===== src/rtl/ps2_pkg.sv =====
// Shared types and defaults for the PS/2 receive path.
package ps2_pkg;

  typedef enum logic [1:0] {
    ST_IDLE   = 2'd0,
    ST_DATA   = 2'd1,
    ST_PARITY = 2'd2,
    ST_STOP   = 2'd3
  } rx_state_e;

  localparam int FRAME_BITS      = 11;
  localparam int DATA_BITS       = FRAME_BITS - 3;  // start, parity and stop bits excluded
  localparam int DEF_FILT_LEN    = 8;
  localparam int DEF_TIMEOUT_CYC = 200000;
  localparam int DEF_FIFO_AW     = 4;

  // PS/2 uses odd parity, so data plus parity must carry an odd number of ones.
  function automatic logic odd_parity_ok(input logic [7:0] dat, input logic par);
    return ^{dat, par};
  endfunction

endpackage


===== src/rtl/ps2_byte_fifo.sv =====
// First-word fall-through byte FIFO; a write is visible on rd_dat one cycle later.
// A write while full is accepted only if a read happens in the same cycle; reads while empty are ignored.
module ps2_byte_fifo #(
  parameter int AW = 4
) (
  input  logic          CLK100,
  input  logic          RST,
  input  logic          wr_vld,
  input  logic [7:0]    wr_dat,
  input  logic          rd_rdy,
  output logic [7:0]    rd_dat,
  output logic          empty,
  output logic          full,
  output logic [AW:0]   count
);

  localparam int DEPTH = 1 << AW;

  logic [7:0]    mem_q [DEPTH];
  logic [7:0]    mem_d [DEPTH];
  logic [AW-1:0] wr_ptr_q, wr_ptr_d;
  logic [AW-1:0] rd_ptr_q, rd_ptr_d;
  logic [AW:0]   count_q, count_d;
  logic          wr_ok;
  logic          rd_ok;

  assign empty = (count_q == '0);
  assign full  = (count_q == (AW+1)'(DEPTH));
  assign count = count_q;
  // Gate the head with empty so the port reads 0 instead of stale storage.
  assign rd_dat = empty ? 8'h00 : mem_q[rd_ptr_q];

  assign rd_ok = rd_rdy & ~empty;
  assign wr_ok = wr_vld & (~full | rd_ok);

  always_comb begin
    mem_d    = mem_q;
    wr_ptr_d = wr_ptr_q;
    rd_ptr_d = rd_ptr_q;
    count_d  = count_q + {{AW{1'b0}}, wr_ok} - {{AW{1'b0}}, rd_ok};
    if (wr_ok) begin
      mem_d[wr_ptr_q] = wr_dat;
      wr_ptr_d        = wr_ptr_q + 1'b1;
    end
    if (rd_ok) begin
      rd_ptr_d = rd_ptr_q + 1'b1;
    end
  end

  always_ff @(posedge CLK100) begin
    mem_q <= mem_d;
  end

  always_ff @(posedge CLK100) begin
    if (RST) begin
      wr_ptr_q <= '0;
      rd_ptr_q <= '0;
      count_q  <= '0;
    end else begin
      wr_ptr_q <= wr_ptr_d;
      rd_ptr_q <= rd_ptr_d;
      count_q  <= count_d;
    end
  end

endmodule


===== src/rtl/ps2_rx_fifo.sv =====
// PS/2 device-to-host receiver: sync + run-length filter, 11-bit deframer, sticky errors, byte FIFO.
// A good byte reaches RD_DATA one cycle after its stop-bit strobe; a full FIFO drops it unless popped that cycle.
module ps2_rx_fifo
  import ps2_pkg::*;
#(
  parameter int FILT_LEN    = DEF_FILT_LEN,
  parameter int TIMEOUT_CYC = DEF_TIMEOUT_CYC,
  parameter int FIFO_AW     = DEF_FIFO_AW
) (
  input  logic               CLK100,
  input  logic               RST,
  input  logic               PS2CLK_IN,
  input  logic               PS2DATA_IN,
  input  logic               RD_EN,
  input  logic               ERR_CLR,
  output logic [7:0]         RD_DATA,
  output logic               EMPTY,
  output logic               FULL,
  output logic [FIFO_AW:0]   COUNT,
  output logic               OVERRUN,
  output logic               PAR_ERR,
  output logic               FRM_ERR
);

  localparam int FW = (FILT_LEN > 1) ? $clog2(FILT_LEN) : 1;
  localparam int TW = $clog2(TIMEOUT_CYC);

  // Bit 0 carries the clock line, bit 1 the data line.
  logic [1:0]    sync1_q, sync1_d, sync2_q, sync2_d, filt_q, filt_d;
  logic [FW-1:0] fcnt_q [2];
  logic [FW-1:0] fcnt_d [2];
  logic          fclk_dly_q, fclk_dly_d;
  logic          strobe, fdat;

  rx_state_e     state_q, state_d;
  logic [2:0]    bitcnt_q, bitcnt_d;
  logic [7:0]    shift_q, shift_d;
  logic          par_q, par_d;
  logic [TW-1:0] tmo_q, tmo_d;
  logic          ovr_q, ovr_d, perr_q, perr_d, ferr_q, ferr_d;

  logic          timeout, push_vld, frm_evt, par_evt, ovr_evt;
  logic          fifo_empty, fifo_full;

  always_comb begin
    sync1_d    = {PS2DATA_IN, PS2CLK_IN};
    sync2_d    = sync1_q;
    filt_d     = filt_q;
    fcnt_d     = fcnt_q;
    fclk_dly_d = filt_q[0];
    for (int i = 0; i < 2; i++) begin
      if (sync2_q[i] != filt_q[i]) begin
        if (fcnt_q[i] == FW'(FILT_LEN - 1)) begin
          filt_d[i] = sync2_q[i];
          fcnt_d[i] = '0;
        end else begin
          fcnt_d[i] = fcnt_q[i] + 1'b1;
        end
      end else begin
        fcnt_d[i] = '0;
      end
    end
  end

  assign strobe  = fclk_dly_q & ~filt_q[0];
  assign fdat    = filt_q[1];
  assign timeout = (state_q != ST_IDLE) && (tmo_q == TW'(TIMEOUT_CYC - 1));

  always_ff @(posedge CLK100) begin
    if (RST) state_q <= ST_IDLE;
    else     state_q <= state_d;
  end

  always_comb begin
    state_d = state_q;
    if (timeout) begin
      state_d = ST_IDLE;
    end else if (strobe) begin
      case (state_q)
        ST_IDLE:   if (!fdat) state_d = ST_DATA;
        ST_DATA:   if (bitcnt_q == 3'(DATA_BITS - 1)) state_d = ST_PARITY;
        ST_PARITY: state_d = ST_STOP;
        ST_STOP:   state_d = ST_IDLE;
        default:   state_d = ST_IDLE;
      endcase
    end
  end

  always_comb begin
    push_vld = 1'b0;
    frm_evt  = timeout;
    par_evt  = 1'b0;
    if (strobe && !timeout && state_q == ST_STOP) begin
      if (!fdat)                             frm_evt  = 1'b1;
      else if (!odd_parity_ok(shift_q, par_q)) par_evt  = 1'b1;
      else                                   push_vld = 1'b1;
    end
  end

  // FULL implies non-empty, so a pop in the push cycle always frees a slot.
  assign ovr_evt = push_vld & fifo_full & ~RD_EN;

  always_comb begin
    bitcnt_d = bitcnt_q;
    shift_d  = shift_q;
    par_d    = par_q;
    tmo_d    = (state_q == ST_IDLE || strobe || timeout) ? '0 : tmo_q + 1'b1;
    if (strobe && !timeout) begin
      case (state_q)
        ST_IDLE:   bitcnt_d = '0;
        ST_DATA: begin
          shift_d  = {fdat, shift_q[7:1]};
          bitcnt_d = bitcnt_q + 1'b1;
        end
        ST_PARITY: par_d = fdat;
        default:   ;
      endcase
    end
    ovr_d  = ovr_evt | (ovr_q & ~ERR_CLR);
    perr_d = par_evt | (perr_q & ~ERR_CLR);
    ferr_d = frm_evt | (ferr_q & ~ERR_CLR);
  end

  always_ff @(posedge CLK100) begin
    if (RST) begin
      sync1_q    <= 2'b11;
      sync2_q    <= 2'b11;
      filt_q     <= 2'b11;
      fcnt_q     <= '{default: '0};
      fclk_dly_q <= 1'b1;
      bitcnt_q   <= '0;
      shift_q    <= '0;
      par_q      <= 1'b0;
      tmo_q      <= '0;
      ovr_q      <= 1'b0;
      perr_q     <= 1'b0;
      ferr_q     <= 1'b0;
    end else begin
      sync1_q    <= sync1_d;
      sync2_q    <= sync2_d;
      filt_q     <= filt_d;
      fcnt_q     <= fcnt_d;
      fclk_dly_q <= fclk_dly_d;
      bitcnt_q   <= bitcnt_d;
      shift_q    <= shift_d;
      par_q      <= par_d;
      tmo_q      <= tmo_d;
      ovr_q      <= ovr_d;
      perr_q     <= perr_d;
      ferr_q     <= ferr_d;
    end
  end

  ps2_byte_fifo #(.AW(FIFO_AW)) u_fifo (
    .CLK100 (CLK100),
    .RST    (RST),
    .wr_vld (push_vld),
    .wr_dat (shift_q),
    .rd_rdy (RD_EN),
    .rd_dat (RD_DATA),
    .empty  (fifo_empty),
    .full   (fifo_full),
    .count  (COUNT)
  );

  assign EMPTY   = fifo_empty;
  assign FULL    = fifo_full;
  assign OVERRUN = ovr_q;
  assign PAR_ERR = perr_q;
  assign FRM_ERR = ferr_q;

endmodule


===== config.mk =====
export PLATFORM = sky130hd
export DESIGN_NAME = ps2_rx_fifo
export DESIGN_NICKNAME = d
export VERILOG_FILES = /design/src/rtl/ps2_pkg.sv /design/src/rtl/ps2_byte_fifo.sv /design/src/rtl/ps2_rx_fifo.sv
export SDC_FILE = /design/constraint.sdc
export NUM_CORES = 1
export LEC_CHECK = 0
export CAP_MARGIN = 20
export CORE_UTILIZATION = 25
export DETAILED_ROUTE_END_ITERATION = 16
export MAX_ROUTING_LAYER = met4
export PLACE_DENSITY = 0.39
export SKIP_LAST_GASP = 1
export SLEW_MARGIN = 10
export SYNTH_ARGS = -nofsm -noshare
export SYNTH_HDL_FRONTEND = slang
export SYNTH_SLANG_ARGS = --single-unit

===== constraint.sdc =====
create_clock -name CLK100 -period 3.7 [get_ports CLK100]
set_input_delay 1.11 -clock CLK100 [delete_from_list [all_inputs] [get_ports CLK100]]
set_output_delay 1.11 -clock CLK100 [all_outputs]
set_load 0.005 [all_outputs]

Yosys cells after proc, flatten, opt, wreduce, memory -nomap -nowiden
Index checks and enable logic that the tools add are counted.
{"block": "totals", "input_bits": 6, "out_inout_bits": 18, "regBits": 189}
{"block": "op_classes", "n_reduce_logical": 22, "addsub": 8, "n_eq_ne": 12, "n_lt_le_gt_ge": 3, "n_bitwise": 21, "muxes": 19}
{"cell": "bitwise mux 128 bit", "n": 1}
{"cell": "binary-select mux 8 bit (select 4 bit)", "n": 1}
{"cell": "demux 8 bit (select 4 bit)", "n": 1}
{"cell": "two-way mux 8 bit", "n": 4}
{"cell": "adder 18 x 1 -> 18 bit, second input constant", "n": 1}
{"cell": "== test 18 bit, second input constant", "n": 1}
{"cell": ">= comparator 5 bit, second input constant", "n": 2}
{"cell": "inverter 4 -> 5 bit", "n": 2}
{"cell": "AND reduction 2 bit", "n": 5}
{"cell": "adder 3 x 1 -> 3 bit, second input constant", "n": 3}
{"cell": "== test 3 bit, second input constant", "n": 3}
{"cell": "parity 9 bit", "n": 1}
{"cell": "adder 4 x 1 -> 4 bit, second input constant", "n": 2}
{"cell": "AND 1 bit", "n": 8}
{"cell": "two-way mux 1 bit", "n": 8}
{"cell": "case mux 2 bit (4 select lines)", "n": 1}
{"cell": "inverter 1 bit", "n": 7}
{"cell": "case mux 3 bit (2 select lines)", "n": 1}
{"cell": "OR reduction 3 bit", "n": 2}
{"cell": "adder 5 x 1 -> 5 bit", "n": 1}
{"cell": "== test 5 bit, second input constant", "n": 1}
{"cell": "zero test 5 bit", "n": 1}
{"cell": "< comparator 5 x 1 -> 1 bit, second input constant", "n": 1}
{"cell": "subtractor 5 x 1 -> 5 bit", "n": 1}
{"cell": "13 further kinds", "n": 26}

Depth between registers and ports, before layout
Gate-level depths: netlist of the first run.
{"block": "depth", "ltp_word": 9, "mapped_depth": 12, "mapped_depth_nobuf": 12}

Modules after synthesis
From an unflattened synthesis of the first run, not the netlist that was laid out.
{"block": "unflattened", "hier_cells": 526, "area_unflattened_um2": 7895.1}
{"module": "ps2_byte_fifo", "seq_area_each_um2": 4103.9, "area_per_inst_um2": 5810.6, "cells_each": 310, "n_inst": 1}
{"module": "ps2_rx_fifo", "seq_area_each_um2": 960.9, "area_per_inst_um2": 2084.5, "cells_each": 216, "n_inst": 1}

Worst setup path after synthesis of the first run
No wires, ideal clock.
{"block": "synth_path", "path_type": "register to output", "start": "register u_fifo.rd_ptr_q[1]", "end": "output RD_DATA[0]", "stages_incl_launch_ff": 6, "slack_ps": 772, "t_arrival_ps": 1818, "t_required_ps": 2590, "cell_sequence": "dfxtp_1 > clkbuf_1 > buf_1 > mux4_2 > mux4_2 > nor2b_1"}
{"block": "synth_between", "elab_chain_cells": 5}
{"element": "start, declared", "line": "ps2_byte_fifo.sv:22", "source": "logic [AW-1:0] rd_ptr_q, rd_ptr_d;"}
{"element": "start signal, assigned", "line": "ps2_byte_fifo.sv:61", "source": "rd_ptr_q <= rd_ptr_d;"}
{"element": "inverter 4 -> 5 bit (implied by the code)", "line": "ps2_byte_fifo.sv:31", "source": "assign rd_dat = empty ? 8'h00 : mem_q[rd_ptr_q];"}
{"element": "binary-select mux 8 bit (select 4 bit)", "line": "ps2_byte_fifo.sv:31"}
{"element": "two-way mux 8 bit (implied by the code) (2 in series)", "line": "ps2_byte_fifo.sv:31"}
{"element": "two-way mux 8 bit", "line": "ps2_byte_fifo.sv:31"}
{"element": "end, declared", "line": "ps2_rx_fifo.sv:16", "source": "output logic [7:0] RD_DATA,"}
Every way passes these cells. The select of a mux whose other input is x is not followed.

Final worst setup path of the first run
{"block": "layout_path", "start": "register u_fifo.rd_ptr_q[0]", "end": "output RD_DATA[4]"}
The elaborated chain is that of the path after synthesis.

==> summary.md, run 1 <==
| Metric | Value |
|---|---|
| Sum Neg Setup Slack | `-0.04856 ns` |
| Pwr dens | `574.7 nW/um^2` |
| Critical Path AT | `about 2.6 ns` |
| Worst-path fanout max | `6` |
| Period utilisation layout | `1.012` |
| H-Tree Depth | `4` |
| Max Cap Violations | `0` |
| Setup ws final | `-0.04317 ns` |
| TritonRoute pass-1 iters | `7` |
| Metal-1 WL | `about 8200 um` |
| Die X | `between 150 and 200 um` |
| Met2 WL | `between 8000 and 9000 um` |
| Most used cell along the critical path | `mux4_2` |
| Total power | `~5.5 mW` |
| Worst-skew pair later-pin latency | `0.43 ns` |
| Hold Buf Count CTS | `0` |
| P_leak | `around 3.3 nW` |
| Syn Area/Cell | `approximately 15 sq um` |
| IR drop worst, VDD | `~310 uV` |
| Worst-path clk slew | `around 0.08 ns` |
| Syn nets | `536` |
| Yosys top cell area share | `0.4912` |
| Via density | `roughly 4.4` |
| Final Wtd Congestion | `0.7177` |
| Final Hold Vio Count | `0` |
| Required time of the critical path | `2.59 ns` |
| First-pass GRT wire length | `26370 um` |
| Top_reg_cell synth | `edfxtp_1` |
| Critical Path Max Stage Delay | `roughly 0.54 ns` |
| Synth warn | `0` |
| Slew Viols, Final | `0` |
| Largest net degree at the start of global routing | `between 40 and 50` |
| Post-synth EDFFs | `between 100 and 150` |
| Clock Tree Root | `clkbuf_16` |
| Critical path, cell by cell | `buf_12 -> mux4_2 -> mux4_2 -> nor2b_1 -> clkdlybuf4s50_1` |
| DR top layer | `met4` |
| Worst Clk Skew | `0.01522 ns` |
| Met3 WL post-DR | `around 530 um` |
| Startpoint types | `flip-flop` |
| Count of cell types in the netlist | `54` |
| Tmin final | `~3.7 ns` |
| Num CTS Buffers | `17` |
| All-Layer GR Usage | `0.1158` |
| Slew HR | `0.5113` |
| Failing checks | `setup timing` |
| Slowest CP cell | `mux4_2` |
| # IOs | `24` |
| Synth top area cells | `edfxtp_1, dfxtp_1, mux4_2` |
| Routed Antenna Nets | `0` |
| F_max | `roughly 0.27 GHz` |
| Initial Util | `0.2551` |
| Leading area contributor after synthesis | `edfxtp_1` |
| Area of the multi-input gates | `2589 sq um` |
| Cell Area, Synth | `7825 sq um` |
| Final Core Density | `0.3111` |
| Most common cell in the netlist | `edfxtp_1` |
| Via Count | `around 4300` |
| CP Class | `reg2out` |
| Area Growth Syn to Fin | `21.94%` |
| Seq/Total Area, Yosys | `0.6473` |
| Die Span Y | `178.9 um` |
| Port buffer count | `23` |
| Die ar. | `around 32000 sq um` |
| Vias in the first global route | `between 4000 and 5000` |
| Yosys reg bits | `189` |
| Reg area | `a little over 5000 sq um` |
| Cells after Synth | `between 500 and 600` |
| DRT Wirelength | `~17000 um` |
| RSZ-0062 raised after global routing | `true` |
| Synth top cells by count | `edfxtp_1, dfxtp_1, nor2_1, mux4_2, ha_1` |
| Status | `finished with violations` |
| Total grt overflow | `0` |
| N_diodes | `0` |
| Row cnt | `64` |
| DP HPWL | `~11000 um` |
| CTS tree | `done` |
| CP endpoint kind | `output port` |
| # fillers | `between 3000 and 4000` |
| Initial antenna violation count | `0` |
| Worst-margin pin slew | `0.7320 ns` |
| Layout Nets | `604` |
| DR iter-0 viols | `169` |
| Share of layout cells above drive strength 1 | `0.2385` |
| Hold Path Class | `reg2reg` |
| Post-synth ARST share | `0` |
| Setup Viol. Count Final | `2` |
| Wire per inst | `roughly 17 um` |
| DRC errors left | `0` |
| Total core area | `slightly above 30000 sq um` |
| # clock sinks | `between 150 and 200` |
| Longest Clk Path Bufs | `2` |
==> state kept, by name, indices dropped and copies added (netlist names), 2 cells and up <==
name             cells
u_fifo.mem_q       128
sync2_q              2
fcnt_q               6
u_fifo.rd_ptr_q      4
u_fifo.wr_ptr_q      4
shift_q              8
tmo_q               18
filt_q               2
sync1_q              2
bitcnt_q             3
u_fifo.count         5
state_q              2
==> timing repair <==
item | in CTS | in global routing
pin swaps | 0 | 0
setup endpoints to repair | 8 | 8
resized for setup | 0 | 7
hold endpoints to repair | 0 | 0
gates cloned | 0 | 2
setup buffers | 1 | 15
==> stage by stage <==
stage / setup WS [ns] / cells / hold slack, ns / area, sq um
6_report: -0.04317 / 983 / 0.4125 / 9542
5_1_grt: -0.1371 / 983 / 0.4353 / 9542
4_1_cts: -0.1009 / 966 / 0.4156 / 9361
3_5_place_dp: 0.2817 / 933 / 0.3936 / 8702
3_3_place_gp: 0.3308 / 933 / 0.3975 / 8702
2_1_floorplan: 0.7721 / 506 / 0.3895 / 7825
==> cell usage in the layout, fill, tap and decap left out, drive strengths merged, types with 2 or more instances in the layout <==
cell type	count
o21ai	3
nor2b	15
nand2	15
nor2	53
clkdlybuf4s50	16
or2	5
mux2	2
and2	5
nand2b	5
o31ai	5
a21oi	11
dlymetal6s2s	6
and3	3
a211o	2
nand3	6
buf	48
inv	22
mux2i	9
nor3	11
nor4	5
mux4	40
clkbuf	19
nand4	12
dfxtp	61
clkinv	7
xor2	17
or4	2
ha	23
edfxtp	128
xnor2	14
a22o	2
==> cells by family (layout without fill, tap and decap cells) <==
kind of cell	after synthesis	after routing	share of synthesized area
muxes	51	51	0.1300
AOI/OAI and AO/OA	27	27	0.02303
DFF	189	189	0.6473
adders and majority gates	24	24	0.03934
xor gates and xnor gates	32	32	0.03870
buffers and inverters	38	119	0.02270
and+or+nand+nor	145	145	0.09898
==> routing by layer <==
layer,up-vias,track usage
met5,-,-
met4,0,0.02542
met3,10,0.02799
met2,47,0.1810
met1,2233,0.1517
li1,2038,-
==> cell type report <==
class,instances,share of cell area
Clock buffer,17,0.04458
Clock inverter,15,0.02373
Inverter,15,0.005901
Multi-Input combinational cell,279,0.2713
Sequential cell,189,0.5312
Tap cell,396,0.05193
Timing Repair Buffer,72,0.07133
==> path summary, 6_finish.rpt <==
kind                      start         endpoint  slack, ns  cells after the start
min reg2reg          sync1_q[1]       sync2_q[1]       0.41                      1
max          u_fifo.rd_ptr_q[0]       RD_DATA[4]      -0.04                      5
min                  sync1_q[1]       sync2_q[1]       0.41                      1
max reg2reg          state_q[0]  u_fifo.count[4]       0.60                     12
==> power by group <==
part           switching (mW)  total, mW  leakage [nW]  internal [mW]
clock network           0.945       1.95         0.315           1.01
logic                   0.471       1.22          1.29          0.747
registers              0.0512       2.32          1.68           2.26
==> worst max-delay path, delay by kind of cell (launching register included) <==
| kind | cells | cell delay, ns |
|---|---|---|
| buffers and inverters | 2 | 0.60 |
| flip-flops | 1 | 0.44 |
| multiplexers | 2 | 1.02 |
| AND/OR/NAND/NOR | 1 | 0.14 |
Note: power is estimated with default switching activity, not from simulation.
==> run 2: changes to the inputs <==
- clock period: 3.7 -> 4.2 ns (I/O delays scaled with it)
==> summary.md, run 2 (synthesis results as in run 1) <==
| Metric | Value |
|---|---|
| Status | `finished clean` |
| Final Hold Vio Count | `0` |
| Total core area | `between 30000 and 40000 sq um` |
| Period utilisation layout | `0.9558` |
| Clock Tree Root | `clkbuf_16` |
| P_leak | `slightly above 3 nW` |
| Max reg flops | `roughly 130` |
| Most common cell after layout, fill and taps aside | `edfxtp_1` |
| N_diodes | `0` |
| Worst hold stages | `1` |
| Setup ws final | `approximately 0.19 ns` |
| Port buffer count | `23` |
| Post-CTS sizing | `0` |
| Share of layout cells above drive strength 1 | `0.2088` |
| Commonest cells after routing, fill and taps aside | `edfxtp_1, dfxtp_1, nor2_1, mux4_2, buf_4` |
| R2R cell count | `12` |
| Max Cap Violations | `0` |
| H-Tree Depth | `4` |
| F_max | `0.2491 GHz` |
| Final Core Density | `0.3015` |
| Initial antenna violation count | `0` |
| Setup Viol. Count Final | `0` |
| Registers with the most flip-flops | `u_fifo.mem_q x128, tmo_q x18, shift_q x8` |
| Critical Path AT | `between 2 and 3 ns` |
| Worst-path clk slew | `roughly 0.080 ns` |
| Num CTS Buffers | `17` |
| Wire per inst | `between 15 and 20 um` |
| # IOs | `24` |
| Via density | `roughly 4.4` |
| Worst-margin pin slew | `a little over 0.8 ns` |
| # clock sinks | `approximately 190` |
| DRT Wirelength | `between 15000 and 20000 um` |
| Initial Util | `0.2551` |
| Worst-path fanout max | `14` |
| Post-CTS Setup Bufs | `0` |
| Vias in the first global route | `~4400` |
| Total grt overflow | `0` |
| Row cnt | `64` |
| Register with the most flip-flops | `u_fifo.mem_q` |
| DRC errors left | `0` |
| Worst Clk Skew | `0.01467 ns` |
| DP HPWL | `10840 um` |
| Die X | `~180 um` |
| TritonRoute pass-1 iters | `4` |
| Via Count | `between 4000 and 5000` |
| Pre-CTS setup slack | `around 0.58 ns` |
| CP endpoint kind | `output port` |
| Pwr dens | `between 400 and 500 nW/um^2` |
| Slew HR | `0.4492` |
| IR drop worst, VDD | `256.5 uV` |
| Die ar. | `32010 sq um` |
| Longest Clk Path Bufs | `2` |
| Required time of the critical path | `around 2.9 ns` |
| Die Span Y | `roughly 180 um` |
| Area Growth Syn to Fin | `18.16%` |
| Tmin final | `approximately 4.0 ns` |
| Hold Buf Count CTS | `0` |
| Startpoint types | `flip-flop` |
| First-pass GRT wire length | `between 20000 and 30000 um` |
| CP Class | `reg2out` |
| CTS tree | `done` |
| Final Wtd Congestion | `about 0.72` |
| Largest net degree at the start of global routing | `47` |
| Slew Viols, Final | `0` |
| Layout Nets | `slightly below 600` |
| Sum Neg Setup Slack | `0 ns` |
| All-Layer GR Usage | `0.1182` |
| Hold Path Class | `reg2reg` |
| DR iter-0 viols | `around 230` |
| Worst-skew pair later-pin latency | `between 0.4 and 0.5 ns` |
| RSZ-0062 raised after global routing | `false` |
| Routed Antenna Nets | `0` |
==> run 2: per-stage QoR <==
stage          instance area (sq um)  hold WS (ns)  instances  power (mW)
2_1_floorplan                   7825        0.3895        506       2.679
3_3_place_gp                    8660        0.3963        929       3.015
3_5_place_dp                    8660        0.3980        929       3.025
4_1_cts                         9246        0.4172        961       4.630
5_1_grt                         9246        0.4489        961       4.780
6_report                        9246        0.4144        961       4.555
==> run 2: power by group <==
group,internal (mW),switching (mW)
clock,0.799,0.802
combinational,0.537,0.390
sequential,1.99,0.0345
==> run 2: metal layers <==
metal | global-route usage | wire [um] | up-vias | part of all wire
li1 | - | - | 1988 | -
met1 | 0.1486 | 8168 | 2161 | 0.48
met2 | 0.1890 | 8228 | 52 | 0.48
met3 | 0.02863 | 488 | 15 | 0.029
met4 | 0.03284 | 174 | 0 | 0.010
met5 | - | 0 | - | 0
==> run 2: final cells by class <==
cell class / count / area (sq um)
clock buffers: 17 / 425.4
clock inverters: 15 / 161.4
fillers: 3063 / 21420
inverters: 15 / 56.30
multi-input cells: 279 / 2589
flip-flops and latches: 189 / 5066
well taps: 396 / 495.5
repair buffers: 50 / 452.9
==> run 2: final timing paths <==
path	startpoint	slack, ns	end
worst min register to register	sync1_q[0]	0.41	sync2_q[0]
worst min-delay path	sync1_q[0]	0.41	sync2_q[0]
worst max-delay path	u_fifo.rd_ptr_q[0]	0.19	RD_DATA[5]
worst max register to register	state_q[1]	0.91	u_fifo.count[4]
==> run 2: worst max-delay path, stage by stage (launching register included) <==
cell and delay [ns]:
dfxtp_2 0.35, buf_4 0.28, mux4_2 0.54, mux4_2 0.51, nor2b_1 0.17, clkdlybuf4s50_1 0.44
==> run 3: changes to the inputs <==
- MAX_ROUTING_LAYER: met4 -> not set
==> summary.md, run 3 (synthesis results as in run 1) <==
| Metric | Value |
|---|---|
| Reg-to-reg startpoint | `state_q[1]` |
| Slowest CP cell | `mux4_2` |
| Worst-skew pair later-pin latency | `approximately 0.44 ns` |
| Vias in the first global route | `between 4000 and 5000` |
| Slew HR | `0.4306` |
| Hold Path Class | `reg2reg` |
| Critical Path AT | `2.75 ns` |
| Max Cap Violations | `0` |
| Area of the multi-input gates | `between 2000 and 3000 sq um` |
| Largest net degree at the start of global routing | `47` |
| P_leak | `~3 nW` |
| Startpoint types | `flip-flop` |
| Final Wtd Congestion | `0.7107` |
| Period utilisation layout | `0.9548` |
| Area Growth Syn to Fin | `18.16%` |
| CP bufs+invs | `2` |
| Initial Util | `0.2551` |
| Longest Clk Path Bufs | `2` |
| Via density | `~4.4` |
| Worst Clk Skew | `between 0.01 and 0.015 ns` |
| Wire per inst | `~18 um` |
| DRT Wirelength | `about 17000 um` |
| # clock sinks | `between 150 and 200` |
| Share of layout cells above drive strength 1 | `0.2088` |
| Final Core Density | `0.3015` |
| Cell area after layout | `a little over 9000 sq um` |
| Num CTS Buffers | `17` |
| Port buffer count | `23` |
| Total core area | `between 30000 and 40000 sq um` |
| DRC errors left | `0` |
| Most common cell after layout, fill and taps aside | `edfxtp_1` |
| Worst-path clk slew | `approximately 0.08 ns` |
| Fin cells | `approximately 960` |
| Worst-margin pin slew | `0.8509 ns` |
| Status | `finished clean` |
| WHS Endpoint | `sync2_q[0]` |
| Reg area | `5066 sq um` |
| Layout Nets | `582` |
| # IOs | `24` |
| Critical path, cell by cell | `buf_4 -> mux4_2 -> mux4_2 -> nor2b_1 -> clkdlybuf4s50_1` |
| CP endpoint kind | `output port` |
| Post-DP Area | `around 8700 sq um` |
| Total grt overflow | `0` |
| R2r setup slk | `about 0.91 ns` |
| Via Count | `4241` |
| Hold Buf Count CTS | `0` |
| Critical path's top delay family | `multiplexers` |
| DP HPWL | `roughly 11000 um` |
| Max reg flops | `128` |
| Sum Neg Setup Slack | `0 ns` |
| Die ar. | `approximately 32000 sq um` |
| Post-CTS sizing | `0` |
| Clock Tree Root | `clkbuf_16` |
| Commonest cells after routing, fill and taps aside | `edfxtp_1, dfxtp_1, nor2_1, mux4_2, buf_4` |
| H-Tree Depth | `4` |
| Die Span Y | `between 150 and 200 um` |
| Row cnt | `64` |
| Crit Reg-Reg Endpoint | `u_fifo.count[4]` |
| Required time of the critical path | `between 2 and 3 ns` |
| N_diodes | `0` |
| R2R cell count | `12` |
| Routed Antenna Nets | `0` |
| # fillers | `~3100` |
| CTS tree | `done` |
| Worst-path fanout max | `14` |
| Post-CTS Setup Bufs | `0` |
| Hold path start | `sync1_q[0]` |
| TritonRoute pass-1 iters | `4` |
| Registers with the most flip-flops | `u_fifo.mem_q x128, tmo_q x18, shift_q x8` |
| Worst hold stages | `1` |
| Die X | `roughly 180 um` |
| All-Layer GR Usage | `0.1148` |
| Critical Path Max Stage Delay | `0.54 ns` |
| Register with the most flip-flops | `u_fifo.mem_q` |
| CP Class | `reg2out` |
| Slew Viols, Final | `0` |
| Most used cell along the critical path | `mux4_2` |
| Final Hold Vio Count | `0` |
| DP Cell Count | `a little over 900` |
| Tmin final | `roughly 4.0 ns` |
| Initial antenna violation count | `0` |
| F_max | `0.2494 GHz` |
| RSZ-0062 raised after global routing | `false` |
| Setup Viol. Count Final | `0` |
| First-pass GRT wire length | `between 20000 and 30000 um` |
| DR iter-0 viols | `roughly 260` |
| Pwr dens | `492.4 nW/um^2` |
| IR drop worst, VDD | `roughly 260 uV` |
[run 3: cell counts in the layout (fill, tap and decap cells not counted)]
Identical to the previous run, type by type.
[run 3: layer usage]
| layer | global-route usage | wire length [um] |
|---|---|---|
| met1 | 0.1493 | 8143 |
| met2 | 0.1882 | 8247 |
| met3 | 0.02863 | 492 |
| met4 | 0.03284 | 176 |
| met5 | 0 | 0 |
[run 3: layout make-up]
class                      count  area share
clock buffer                  17     0.04601
clock inverter                15     0.01746
inverter                      15    0.006089
multi-input combinational    279      0.2800
sequential                   189      0.5479
tap                          396     0.05359
timing repair buffer          50     0.04899
[run 3: how the worst max path moves through the flow]
stage / from / to / slack, ns / cells past startpoint
after detailed placement: RD_EN / u_fifo.count[4] / 0.58 / 11
after global routing: u_fifo.rd_ptr_q[0] / RD_DATA[5] / 0.07 / 5
after floorplan: u_fifo.rd_ptr_q[1] / RD_DATA[0] / 1.12 / 5
after global placement: RD_EN / u_fifo.count[4] / 0.66 / 11
final: u_fifo.rd_ptr_q[0] / RD_DATA[5] / 0.19 / 5
after CTS: u_fifo.rd_ptr_q[0] / RD_DATA[5] / 0.14 / 5
[run 3: where the power goes]
group	internal [mW]	switching, mW
clock network	0.799	0.801
logic	0.537	0.389
registers	1.99	0.0347
total	3.33	1.22
[run 3: metrics by stage]
stage	hold WS (ns)	setup slack, ns	total power [mW]
floorplan	0.3895	1.122	2.679
global placement	0.3963	0.6563	3.015
detailed placement	0.3980	0.5811	3.025
CTS	0.4172	0.1367	4.630
global route	0.4489	0.06975	4.781
finish	0.4135	0.1896	4.553
